`config.mk`:
```
export PLATFORM = sky130hd
export DESIGN_NAME = dmem_arbiter_flat
export DESIGN_NICKNAME = d
export VERILOG_FILES = /design/src/rtl/dmem_arbiter_if.sv /design/src/rtl/dmem_arbiter.sv /design/src/flat_wrapper.sv
export SDC_FILE = /design/constraint.sdc
export NUM_CORES = 1
export LEC_CHECK = 0
export ABC_AREA = 1
export BUFFER_PORTS_ARGS = -buffer_cell sky130_fd_sc_hd__clkbuf_2
export CAP_MARGIN = 5
export CORE_AREA = 3 3 100 102
export CTS_BUF_LIST = sky130_fd_sc_hd__clkbuf_16
export DETAILED_ROUTE_END_ITERATION = 6
export DIE_AREA = 0 0 103 105
export PLACE_DENSITY_LB_ADDON = 0.12
export SETUP_SLACK_MARGIN = 0.02
export SYNTH_ARGS = -nofsm -noshare
export SYNTH_HDL_FRONTEND = slang
export SYNTH_SLANG_ARGS = --single-unit
```
`constraint.sdc`:
```
create_clock -name CLK -period 1.5 [get_ports CLK]
set_clock_uncertainty 0.05 [all_clocks]
set_input_delay 0.225 -clock CLK [delete_from_list [all_inputs] [get_ports CLK]]
set_output_delay 0.225 -clock CLK [all_outputs]
set_load 0.03 [all_outputs]
```
`src/rtl/dmem_arbiter_if.sv`:
```
// Bus bundle between the memory-access stage, the external loader port and the data RAM.
// The slave modport is the arbiter's view; master is the surrounding environment.
interface dmem_arbiter_if #(
  parameter int ADDR_W = 30,
  parameter int DATA_W = 32
);
  logic              core_en;
  logic              core_we;
  logic [ADDR_W-1:0] core_addr;
  logic [DATA_W-1:0] core_wdata;
  logic              core_stall;

  logic              ext_req;
  logic              ext_we;
  logic [ADDR_W-1:0] ext_addr;
  logic [DATA_W-1:0] ext_wdata;
  logic              ext_gnt;
  logic              ext_rvalid;
  logic [DATA_W-1:0] ext_rdata;

  logic              ram_we;
  logic [ADDR_W-1:0] ram_addr;
  logic [DATA_W-1:0] ram_wdata;
  logic [DATA_W-1:0] ram_rdata;

  modport slave (
    input  core_en, core_we, core_addr, core_wdata,
    output core_stall,
    input  ext_req, ext_we, ext_addr, ext_wdata,
    output ext_gnt, ext_rvalid, ext_rdata,
    output ram_we, ram_addr, ram_wdata,
    input  ram_rdata
  );

  modport master (
    output core_en, core_we, core_addr, core_wdata,
    input  core_stall,
    output ext_req, ext_we, ext_addr, ext_wdata,
    input  ext_gnt, ext_rvalid, ext_rdata,
    input  ram_we, ram_addr, ram_wdata,
    output ram_rdata
  );
endinterface

```
`src/rtl/dmem_arbiter.sv`:
```
// Data-RAM arbiter: core has fixed priority, the external port gets a forced one-cycle
// grant after MAX_WAIT consecutive denied cycles. External read data returns one cycle later.
module dmem_arbiter #(
  parameter int ADDR_W   = 30,
  parameter int DATA_W   = 32,
  parameter int MAX_WAIT = 4
) (
  input  logic          CLK,
  input  logic          RST,
  dmem_arbiter_if.slave bus
);

  logic [3:0]        waitCnt;
  logic              extRdPend;
  logic              forceGnt;
  logic              selExt;
  logic              weMux;
  logic [ADDR_W-1:0] addrMux;
  logic [DATA_W-1:0] wdataMux;

  always_comb begin
    forceGnt = bus.ext_req && (waitCnt == 4'(MAX_WAIT));
    selExt   = bus.ext_req && (!bus.core_en || forceGnt);
    if (selExt) begin
      weMux    = bus.ext_we;
      addrMux  = bus.ext_addr;
      wdataMux = bus.ext_wdata;
    end else begin
      weMux    = bus.core_en & bus.core_we;
      addrMux  = bus.core_addr;
      wdataMux = bus.core_wdata;
    end
  end

  assign bus.ext_gnt    = selExt;
  assign bus.core_stall = bus.core_en && selExt;
  assign bus.ram_we     = weMux;
  assign bus.ram_addr   = addrMux;
  assign bus.ram_wdata  = wdataMux;
  assign bus.ext_rvalid = extRdPend;
  assign bus.ext_rdata  = bus.ram_rdata;

  // Clearing on every grant keeps waitCnt bounded by MAX_WAIT.
  always_ff @(posedge CLK or posedge RST) begin
    if (RST) begin
      waitCnt   <= '0;
      extRdPend <= 1'b0;
    end else begin
      if (!bus.ext_req || selExt)
        waitCnt <= '0;
      else
        waitCnt <= waitCnt + 4'd1;
      extRdPend <= selExt & ~bus.ext_we;
    end
  end

endmodule
```
`src/flat_wrapper.sv`:
```
// flat-port wrapper written by rule: the top's interface ports become plain ports
module dmem_arbiter_flat 
#(
  parameter int ADDR_W   = 30,
  parameter int DATA_W   = 32,
  parameter int MAX_WAIT = 4
)
  (CLK, RST, bus_core_en, bus_core_we, bus_core_addr, bus_core_wdata, bus_core_stall, bus_ext_req, bus_ext_we, bus_ext_addr, bus_ext_wdata, bus_ext_gnt, bus_ext_rvalid, bus_ext_rdata, bus_ram_we, bus_ram_addr, bus_ram_wdata, bus_ram_rdata);
  dmem_arbiter_if #(.ADDR_W(ADDR_W), .DATA_W(DATA_W)) bus_i ();
  input  logic CLK;
  input  logic RST;
  input wire logic [$bits(bus_i.core_en)-1:0] bus_core_en;
  input wire logic [$bits(bus_i.core_we)-1:0] bus_core_we;
  input wire logic [$bits(bus_i.core_addr)-1:0] bus_core_addr;
  input wire logic [$bits(bus_i.core_wdata)-1:0] bus_core_wdata;
  output wire logic [$bits(bus_i.core_stall)-1:0] bus_core_stall;
  input wire logic [$bits(bus_i.ext_req)-1:0] bus_ext_req;
  input wire logic [$bits(bus_i.ext_we)-1:0] bus_ext_we;
  input wire logic [$bits(bus_i.ext_addr)-1:0] bus_ext_addr;
  input wire logic [$bits(bus_i.ext_wdata)-1:0] bus_ext_wdata;
  output wire logic [$bits(bus_i.ext_gnt)-1:0] bus_ext_gnt;
  output wire logic [$bits(bus_i.ext_rvalid)-1:0] bus_ext_rvalid;
  output wire logic [$bits(bus_i.ext_rdata)-1:0] bus_ext_rdata;
  output wire logic [$bits(bus_i.ram_we)-1:0] bus_ram_we;
  output wire logic [$bits(bus_i.ram_addr)-1:0] bus_ram_addr;
  output wire logic [$bits(bus_i.ram_wdata)-1:0] bus_ram_wdata;
  input wire logic [$bits(bus_i.ram_rdata)-1:0] bus_ram_rdata;
  assign bus_i.core_en = bus_core_en;
  assign bus_i.core_we = bus_core_we;
  assign bus_i.core_addr = bus_core_addr;
  assign bus_i.core_wdata = bus_core_wdata;
  assign bus_core_stall = bus_i.core_stall;
  assign bus_i.ext_req = bus_ext_req;
  assign bus_i.ext_we = bus_ext_we;
  assign bus_i.ext_addr = bus_ext_addr;
  assign bus_i.ext_wdata = bus_ext_wdata;
  assign bus_ext_gnt = bus_i.ext_gnt;
  assign bus_ext_rvalid = bus_i.ext_rvalid;
  assign bus_ext_rdata = bus_i.ext_rdata;
  assign bus_ram_we = bus_i.ram_we;
  assign bus_ram_addr = bus_i.ram_addr;
  assign bus_ram_wdata = bus_i.ram_wdata;
  assign bus_i.ram_rdata = bus_ram_rdata;
  dmem_arbiter #(.ADDR_W(ADDR_W), .DATA_W(DATA_W), .MAX_WAIT(MAX_WAIT)) u_core (.CLK(CLK), .RST(RST), .bus(bus_i));
endmodule
```
==> results.json, run 1 <==
{
  "outcome": "finished, violations left",
  "violations": "negative setup slack",
  "synth_area_leaders": "nand2_1, buf_4, dfrtp_1",
  "root_buffer": "clkbuf_16",
  "io_pins": 260,
  "clk_latency_ns": 0.23,
  "slew_violations": 0,
  "fmax_ghz": 0.489,
  "totalPowerFinal_mw": 1.99,
  "peakVddDrop_v": 0.000271,
  "worstPathArrival_ns": 1.77,
  "syn_area_per_cell_sq_um": 4.89,
  "vias_per_cell": 4.06,
  "hold_end": "u_core.bus.ext_rvalid",
  "ant_nets": 0,
  "min-delay-start": "bus_ext_we",
  "setup_ws_ns": -0.544,
  "crit_required_ns": 1.22,
  "rr_endpoint": "u_core.bus.ext_rvalid",
  "grt_pass1_vias": 2253,
  "worstPathMaxFanout": 8,
  "die_w_microns": 103,
  "cts_tree": "done",
  "die-area_sq_um": 10800,
  "core_region_area_sq_um": 9200,
  "wirelength_microns": 7660,
  "portBuffers": 195,
  "rr_startpoint": "u_core.waitCnt[0]",
  "initial_core_util": 0.141,
  "ys_warn_count": 0,
  "period_share": 1.36,
  "worst_pin_slew_ns": 0.210,
  "numCtsBuffers": 3,
  "yosysTopAreaCellShare": 0.554,
  "power.density_nw_per_um2": 530,
  "htree_levels": 1,
  "hold_viol_final": 0,
  "worstSetupPathType": "reg -> out",
  "stdcell_count": 557,
  "rsz0062_at_grt": "yes",
  "syn_inst": 266,
  "synth_nets": 430,
  "num_rows": 35,
  "gp_congestion": 0.718,
  "synth-seq-cells": 5,
  "drt_iter0_drc": 49,
  "finalSetupTns_ns": -30.38,
  "hp-class": "in -> reg",
  "synth_top_area_cell": "nand2_1",
  "drc": 0,
  "r2r_slack_ns": -0.03,
  "final_common_cell": "clkbuf_2",
  "nets": 611,
  "final_cell_mix": "clkbuf_2, nand2_1, nand2_2, buf_8, nand2_4",
  "vias": 2260,
  "grt_max_degree": 35,
  "setup_viol": 66,
  "hold_depth": 2,
  "grt_util_all_layers": 0.126,
  "dp.final_hpwl_microns": 5210,
  "dieHeight_microns": 105,
  "relSlewSlack": 0.860,
  "synth_area_sq_um": 1300,
  "grt_overflow": 0,
  "rr_worst_depth": 11,
  "power_leakage_nw": 2.10,
  "endpoint_kind": "primary output",
  "fill_cells": 905,
  "placedCellCount": 538,
  "diodes": 0,
  "area_delta_synth_final_pct": 189,
  "clkSlewWorstSetupHoldPaths_ns": 0.03,
  "cts.sinks": 5,
  "first_pass_iters": 4,
  "drive_gt1_frac": 0.769,
  "min_period_ns": 2.04,
  "wire_per_inst_microns": 13.7,
  "clockBufferDepth": 2,
  "cap_violations": 0,
  "antenna_found_initial": 0,
  "start_kind": "flip-flop",
  "seq_area_frac_synth": 0.0962,
  "grt_first_pass_wirelength_microns": 10700,
  "ys_types": 11
}
-- power by group --
part	internal (mW)	total [mW]	switching, mW
Combinational	0.696	1.42	0.719
Clock	0.346	0.436	0.0909
Sequential	0.139	0.142	0.00226
-- worst max-delay path: stages (launching register included) --
cell and delay, ns:
dfrtp_1 0.38, inv_2 0.07, ha_4 0.15, nand3_4 0.09
a21oi_4 0.14, buf_4 0.15, bufbuf_16 0.26, nand2_1 0.06
nand2_2 0.07, clkbuf_8 0.15
-- cells by family (layout without fill, tap and decap cells) --
logic type	after synthesis	in the layout	synth area share
buf+inv	53	233	0.269
flops	5	5	0.0962
fa+ha+maj	2	2	0.0192
simple gates	203	203	0.590
xor+xnor	2	2	0.0135
compound gates	1	1	0.0125
-- worst max-delay path by stage --
stage,start,to,slack [ns],cells after the start
3_3_place_gp,u_core.waitCnt[1],bus_ram_addr[0],-0.34,8
5_1_grt,u_core.waitCnt[0],bus_ram_wdata[5],-0.61,9
2_1_floorplan,u_core.waitCnt[0],bus_ram_addr[10],-0.14,7
3_5_place_dp,u_core.waitCnt[0],bus_ram_addr[0],-0.37,8
4_1_cts,u_core.waitCnt[0],bus_ram_wdata[5],-0.55,9
6_report,u_core.waitCnt[0],bus_ram_wdata[5],-0.54,9
-- per-stage QoR --
stage / area (sq um) / util / worst slack, ns / hold slack [ns]
2_1_floorplan: 1540 / - / -0.144 / -0.0465
3_3_place_gp: 2430 / 0.264 / -0.335 / 0.0770
3_5_place_dp: 2430 / 0.264 / -0.368 / 0.0778
4_1_cts: 3490 / 0.379 / -0.549 / 0.150
5_1_grt: 3760 / 0.409 / -0.608 / 0.162
6_report: 3760 / 0.409 / -0.544 / 0.151
-- cell type report --
| type | instances | area, sq um | share of cell area |
|---|---|---|---|
| clock buffers | 3 | 75.1 | 0.0200 |
| clock inverters | 1 | 3.75 | 0.000998 |
| inverters | 9 | 33.8 | 0.00898 |
| multi-input cells | 208 | 1360 | 0.361 |
| flip-flops and latches | 5 | 125 | 0.0333 |
| well taps | 111 | 139 | 0.0369 |
| repair buffers | 220 | 2030 | 0.539 |
-- what timing repair did --
| action | CTS | global route |
|---|---|---|
| endpoints found under the setup margin | 65 | 66 |
| buffers inserted | 8 | 0 |
| hold endpoints to repair | 5 | 0 |
| gates resized for setup | 181 | 97 |
| hold buffers | 1 | 0 |
| gates cloned | 6 | 1 |
| pin swaps | 2 | 13 |
-- routing by layer --
| metal | part of all wire | wire length (microns) | vias to the layer above | global-route usage |
|---|---|---|---|---|
| met5 | 0 | 0 | - | 0 |
| met4 | 0.027 | 206 | 0 | 0.0463 |
| met3 | 0.078 | 601 | 26 | 0.0160 |
| met2 | 0.56 | 4310 | 133 | 0.252 |
| met1 | 0.33 | 2540 | 983 | 0.126 |
| li1 | - | - | 1118 | - |
-- synthesized netlist by cell type --
| library cell | count |
|---|---|
| ha_1 | 2 |
| nand3_1 | 4 |
| nor2_1 | 7 |
| inv_1 | 9 |
| buf_4 | 38 |
| a21oi_4 | 1 |
| nand2_1 | 192 |
| buf_2 | 6 |
| xnor2_1 | 1 |
| dfrtp_1 | 5 |
| xor2_1 | 1 |
-- state kept, by name, summed over array words and instances, names as in the netlist --
| name | flops |
|---|---|
| u_core.waitCnt | 4 |
| u_core.bus.ext_rvalid | 1 |
Note: power is estimated with default switching activity, not from simulation.
==> inputs of run 2 (changes only) <==
Settings changed: CORE_AREA 3 3 100 102 to 3 3 99 101, DIE_AREA 0 0 103 105 to 0 0 102 104.
Clock period 1.5 ns to 1.9 ns, I/O delays scaled along.
==> run 2 against run 1 <==
Against the previous run:
- the flow still finishes with violations (negative setup slack)
- final area fell by 18%
- setup slack improved by 0.35 ns
- first-iteration DRC count fell by 20%
- die area fell by 1.9%
- count of clock-buffer cells in the layout did not move
- hold slack improved by 0.048 ns
- register-to-register slack improved by 0.57 ns
- global-route usage fell by 1.6 points
- power fell by 31%
- combinational power fell by 35%
- non-clock buffer count fell by 6
- wire length fell by 2.8%
- largest cell class unchanged
- largest power group unchanged
- highest routed layer unchanged
==> results.json, run 2 (synthesis gave the netlist of run 1 again) <==
{
  "outcome": "finished, violations left",
  "violations": "negative setup slack",
  "drt_iter0_drc": 39,
  "num_rows": 35,
  "htree_levels": 1,
  "clkSlewWorstSetupHoldPaths_ns": 0.03,
  "cts.sinks": 5,
  "fmax_ghz": 0.477,
  "crit_buf_inv": 4,
  "cap_violations": 0,
  "numCtsBuffers": 3,
  "hold_viol_final": 0,
  "portBuffers": 195,
  "drc": 0,
  "antenna_found_initial": 0,
  "worstPathMaxFanout": 6,
  "top_register": "u_core.waitCnt",
  "worst_pin_slew_ns": 0.208,
  "hold_slack_ns": 0.199,
  "finalSetupTns_ns": -7.98,
  "cp_top_family": "buffers and inverters",
  "period_share": 1.10,
  "worstSetupPathType": "reg -> out",
  "setup_ws_ns": -0.195,
  "grt_max_degree": 33,
  "hold_depth": 2,
  "wirelength_microns": 7450,
  "first_pass_iters": 4,
  "die-area_sq_um": 10600,
  "clk_latency_ns": 0.22,
  "grt_pass1_vias": 2129,
  "multi_input_comb_area_sq_um": 1020,
  "peakVddDrop_v": 0.000212,
  "start_kind": "flip-flop",
  "vias": 2224,
  "rsz0062_at_grt": "yes",
  "area_delta_synth_final_pct": 138,
  "wire_per_inst_microns": 13.5,
  "grt_overflow": 0,
  "hp-class": "in -> reg",
  "die_w_microns": 102,
  "core_region_area_sq_um": 9110,
  "final_cell_mix": "clkbuf_2, nand2_1, nand2_2, buf_8, clkbuf_8",
  "gp_congestion": 0.710,
  "path_common_cell": "nand2_2",
  "setup_viol": 64,
  "worstPathArrival_ns": 1.76,
  "vias_per_cell": 4.04,
  "io_pins": 260,
  "cts_tree": "done",
  "dieHeight_microns": 104,
  "largest_reg_flops": 4,
  "power_leakage_nw": 1.86,
  "drive_gt1_frac": 0.625,
  "grt_first_pass_wirelength_microns": 9300,
  "min-delay-start": "bus_ext_we",
  "placement.cell_area_sq_um": 2190,
  "nets": 605,
  "slowest_stage": "dfrtp_1",
  "regArea_sq_um": 125,
  "clockBufferDepth": 2,
  "rr_worst_depth": 9,
  "rr_startpoint": "u_core.waitCnt[1]",
  "grt_util_all_layers": 0.110,
  "max_stage_delay_ns": 0.36,
  "initial_core_util": 0.143,
  "design_area_sq_um": 3090,
  "power.density_nw_per_um2": 442,
  "endpoint_kind": "primary output",
  "diodes": 0,
  "dp.final_hpwl_microns": 4720,
  "path_cells": "inv_1 > ha_2 > nand3_4 > a21oi_4 > buf_6 > clkbuf_16 > nand2_2 > nand2_2 > buf_8",
  "root_buffer": "clkbuf_16",
  "rr_endpoint": "u_core.bus.ext_rvalid",
  "min_period_ns": 2.09,
  "totalPowerFinal_mw": 1.37,
  "ant_nets": 0,
  "crit_required_ns": 1.56,
  "r2r_slack_ns": 0.54,
  "final_common_cell": "clkbuf_2",
  "fill_cells": 953,
  "hold_end": "u_core.bus.ext_rvalid",
  "relSlewSlack": 0.861,
  "slew_violations": 0
}
==> run 2: cell types whose count changed in the layout (fill, tap and decap cells not counted), sizes merged <==
cell,previous run,this run
bufbuf,1,0
clkbuf,155,164
buf,66,52
==> run 2: worst max path at each step <==
stage                      start                 to  slack [ns]  depth (start not counted)
2_1_floorplan  u_core.waitCnt[0]  bus_ram_wdata[23]        0.08                          7
3_3_place_gp   u_core.waitCnt[0]    bus_ram_addr[0]       -0.01                          8
3_5_place_dp   u_core.waitCnt[0]    bus_ram_addr[0]      0.0009                          8
5_1_grt        u_core.waitCnt[1]    bus_ram_addr[2]       -0.27                          9
6_report       u_core.waitCnt[1]   bus_ram_addr[12]       -0.19                          9
4_1_cts        u_core.waitCnt[1]   bus_ram_addr[17]       -0.16                          9
==> run 2: final cells by class <==
class,instances,area share
multi-input combinational,208,0.331
clock buffer,3,0.0243
clock inverter,1,0.00121
inverter,9,0.0109
tap,111,0.0449
timing repair buffer,214,0.547
sequential,5,0.0405
==> run 2: power by group <==
group          total, mW  internal, mW  switching, mW  leakage [nW]
clock network      0.337         0.272         0.0650        0.0423
registers          0.111         0.110        0.00133        0.0682
logic              0.919         0.421          0.498          1.75
total               1.37         0.803          0.564          1.86
==> run 2: repair_timing <==
action | CTS | global route
setup buffers | 3 | 2
setup endpoints to repair | 64 | 64
resized for setup | 98 | 111
endpoints found under the hold margin | 5 | 0
hold buffers | 1 | 0
gates cloned | 2 | 6
pin swaps | 0 | 25
==> run 2: per-layer routing <==
layer  share of wire  up-vias  GRT usage  routed length (microns)
li1                -     1104          -                        -
met1            0.36      953      0.100                     2650
met2            0.52      153      0.228                     3860
met5               0        -          0                        0
met3            0.12       14     0.0282                      858
met4           0.010        0     0.0281                       77
==> run 2: stage by stage <==
| step | std cells | utilization | worst slack (ns) |
|---|---|---|---|
| 6_report | 551 | 0.339 | -0.195 |
| 5_1_grt | 551 | 0.339 | -0.274 |
| 4_1_cts | 545 | 0.302 | -0.157 |
| 3_5_place_dp | 535 | 0.241 | 0.000908 |
| 3_3_place_gp | 535 | 0.241 | -0.00989 |
| 2_1_floorplan | 266 | - | 0.0807 |
==> inputs of run 3 (changes only) <==
Settings changed: CELL_PAD_IN_SITES_DETAIL_PLACEMENT from default to 0, CELL_PAD_IN_SITES_GLOBAL_PLACEMENT from default to 1, CORE_AREA 3 3 99 101 to 3 3 100 121, DIE_AREA 0 0 102 104 to 0 0 103 124.
==> run 3 against run 2 <==
Against the previous run:
- the run still ends with negative setup slack left
- sequential power about the same
- final area rose by 20%
- highest routed layer unchanged
- register-to-register slack improved by 0.06 ns
- largest cell class unchanged
==> results.json, run 3 (synthesis gave the netlist of run 1 again) <==
{
  "vias": 2218,
  "grt_pass1_vias": 2053,
  "clk_latency_ns": 0.23,
  "hp-class": "in -> reg",
  "min_period_ns": 1.99,
  "top_register": "u_core.waitCnt",
  "design_area_sq_um": 3700,
  "clockBufferDepth": 2,
  "die-area_sq_um": 12800,
  "start_kind": "flip-flop",
  "setup_viol": 63,
  "cts.sinks": 5,
  "grt_max_degree": 34,
  "hold_viol_final": 0,
  "peakVddDrop_v": 0.000232,
  "clkSlewWorstSetupHoldPaths_ns": 0.03,
  "relSlewSlack": 0.865,
  "grt_util_all_layers": 0.0966,
  "use_met2": 0.201,
  "htree_levels": 1,
  "finalSetupTns_ns": -3.95,
  "rsz0062_at_grt": "yes",
  "cts_tree": "done",
  "setup_ws_ns": -0.0903,
  "portBuffers": 195,
  "use_met3": 0.0179,
  "use_met1": 0.0886,
  "antenna_found_initial": 0,
  "drc": 0,
  "num_rows": 42,
  "dieHeight_microns": 124,
  "r2r_slack_ns": 0.60,
  "wire_per_inst_microns": 13.8,
  "area_delta_synth_final_pct": 184,
  "worst_pin_slew_ns": 0.202,
  "root_buffer": "clkbuf_16",
  "drive_gt1_frac": 0.745,
  "slew_violations": 0,
  "power.density_nw_per_um2": 420,
  "period_share": 1.05,
  "grt_most_used_layer": "met2",
  "stdcell_count": 576,
  "worstPathArrival_ns": 1.66,
  "vias_per_cell": 3.85,
  "dp.final_hpwl_microns": 5530,
  "final_cell_mix": "clkbuf_2, nand2_1, nand2_2, buf_8, nand2_4",
  "fill_cells": 1173,
  "initial_core_util": 0.118,
  "cap_violations": 0,
  "core_region_area_sq_um": 11000,
  "power_leakage_nw": 2.08,
  "largest_reg_flops": 4,
  "outcome": "finished, violations left",
  "wirelength_microns": 7960,
  "final_common_cell": "clkbuf_2",
  "grt_first_pass_wirelength_microns": 9610,
  "first_pass_iters": 3,
  "ant_nets": 0,
  "diodes": 0,
  "violations": "negative setup slack",
  "worstSetupPathType": "reg -> out",
  "nets": 609,
  "fmax_ghz": 0.502,
  "crit_required_ns": 1.56,
  "placement.cell_area_sq_um": 2240,
  "gp_congestion": 0.684,
  "drt_iter0_drc": 35,
  "grt_overflow": 0,
  "io_pins": 260,
  "numCtsBuffers": 3,
  "die_w_microns": 103,
  "worstPathMaxFanout": 14,
  "placedCellCount": 557,
  "endpoint_kind": "primary output"
}
==> run 3: area by class of cell <==
cell class                 instances  area (sq um)  area share
tap                              132           165      0.0447
inverter                           9          33.8     0.00914
multi-input combinational        208          1310       0.354
timing repair buffer             218          1980       0.536
sequential                         5           126      0.0342
clock inverter                     1          3.75     0.00102
clock buffer                       3          75.1      0.0203
==> run 3: path summary, 6_finish.rpt <==
kind,startpoint,endpoint,cells after the start
worst max-delay path,u_core.waitCnt[0],bus_ram_wdata[9],9
worst min-delay path,bus_ext_we,u_core.bus.ext_rvalid,2
worst max register to register,u_core.waitCnt[0],u_core.bus.ext_rvalid,9
worst min register to register,u_core.waitCnt[3],u_core.waitCnt[3],2
max in group asynchronous,RST,u_core.waitCnt[2],3
min in group asynchronous,RST,u_core.bus.ext_rvalid,3
==> run 3: routing by layer <==
layer  wire length, microns  vias to the layer above  share of wire
met2                   4600                      127           0.58
met5                      0                        -              0
met3                    717                       24          0.090
li1                       -                     1111              -
met4                    186                        0          0.023
met1                   2450                      956           0.31
==> run 3: timing repair <==
| action | in CTS | in global routing |
|---|---|---|
| endpoints found under the setup margin | 64 | 64 |
| pin swaps | 8 | 21 |
| hold endpoints to repair | 5 | 0 |
| cloned | 3 | 5 |
| buffers inserted | 3 | 3 |
| gates resized for setup | 140 | 206 |
| hold buffers | 1 | 0 |
==> run 3: through the flow <==
step | power, mW | utilization | hold WS [ns] | setup WS (ns)
after floorplan | 0.622 | - | 0.0135 | 0.0807
after global placement | 0.789 | 0.203 | 0.127 | 0.0284
after detailed placement | 0.784 | 0.203 | 0.126 | 0.0147
after CTS | 1.35 | 0.273 | 0.179 | -0.180
after global routing | 1.64 | 0.335 | 0.229 | -0.175
final | 1.55 | 0.335 | 0.213 | -0.0903
==> run 3: power breakdown <==
group	total, mW	switching (mW)	internal [mW]
Clock	0.341	0.0689	0.272
Sequential	0.111	0.00150	0.110
Combinational	1.10	0.561	0.538
Total	1.55	0.632	0.920
==> run 3: critical path, stage by stage (launching register included) <==
cell	delay, ns
dfrtp_1	0.37
inv_2	0.07
ha_4	0.15
nand3_4	0.08
a21oi_4	0.16
buf_6	0.16
buf_12	0.15
nand2_1	0.07
nand2_2	0.08
buf_8	0.12
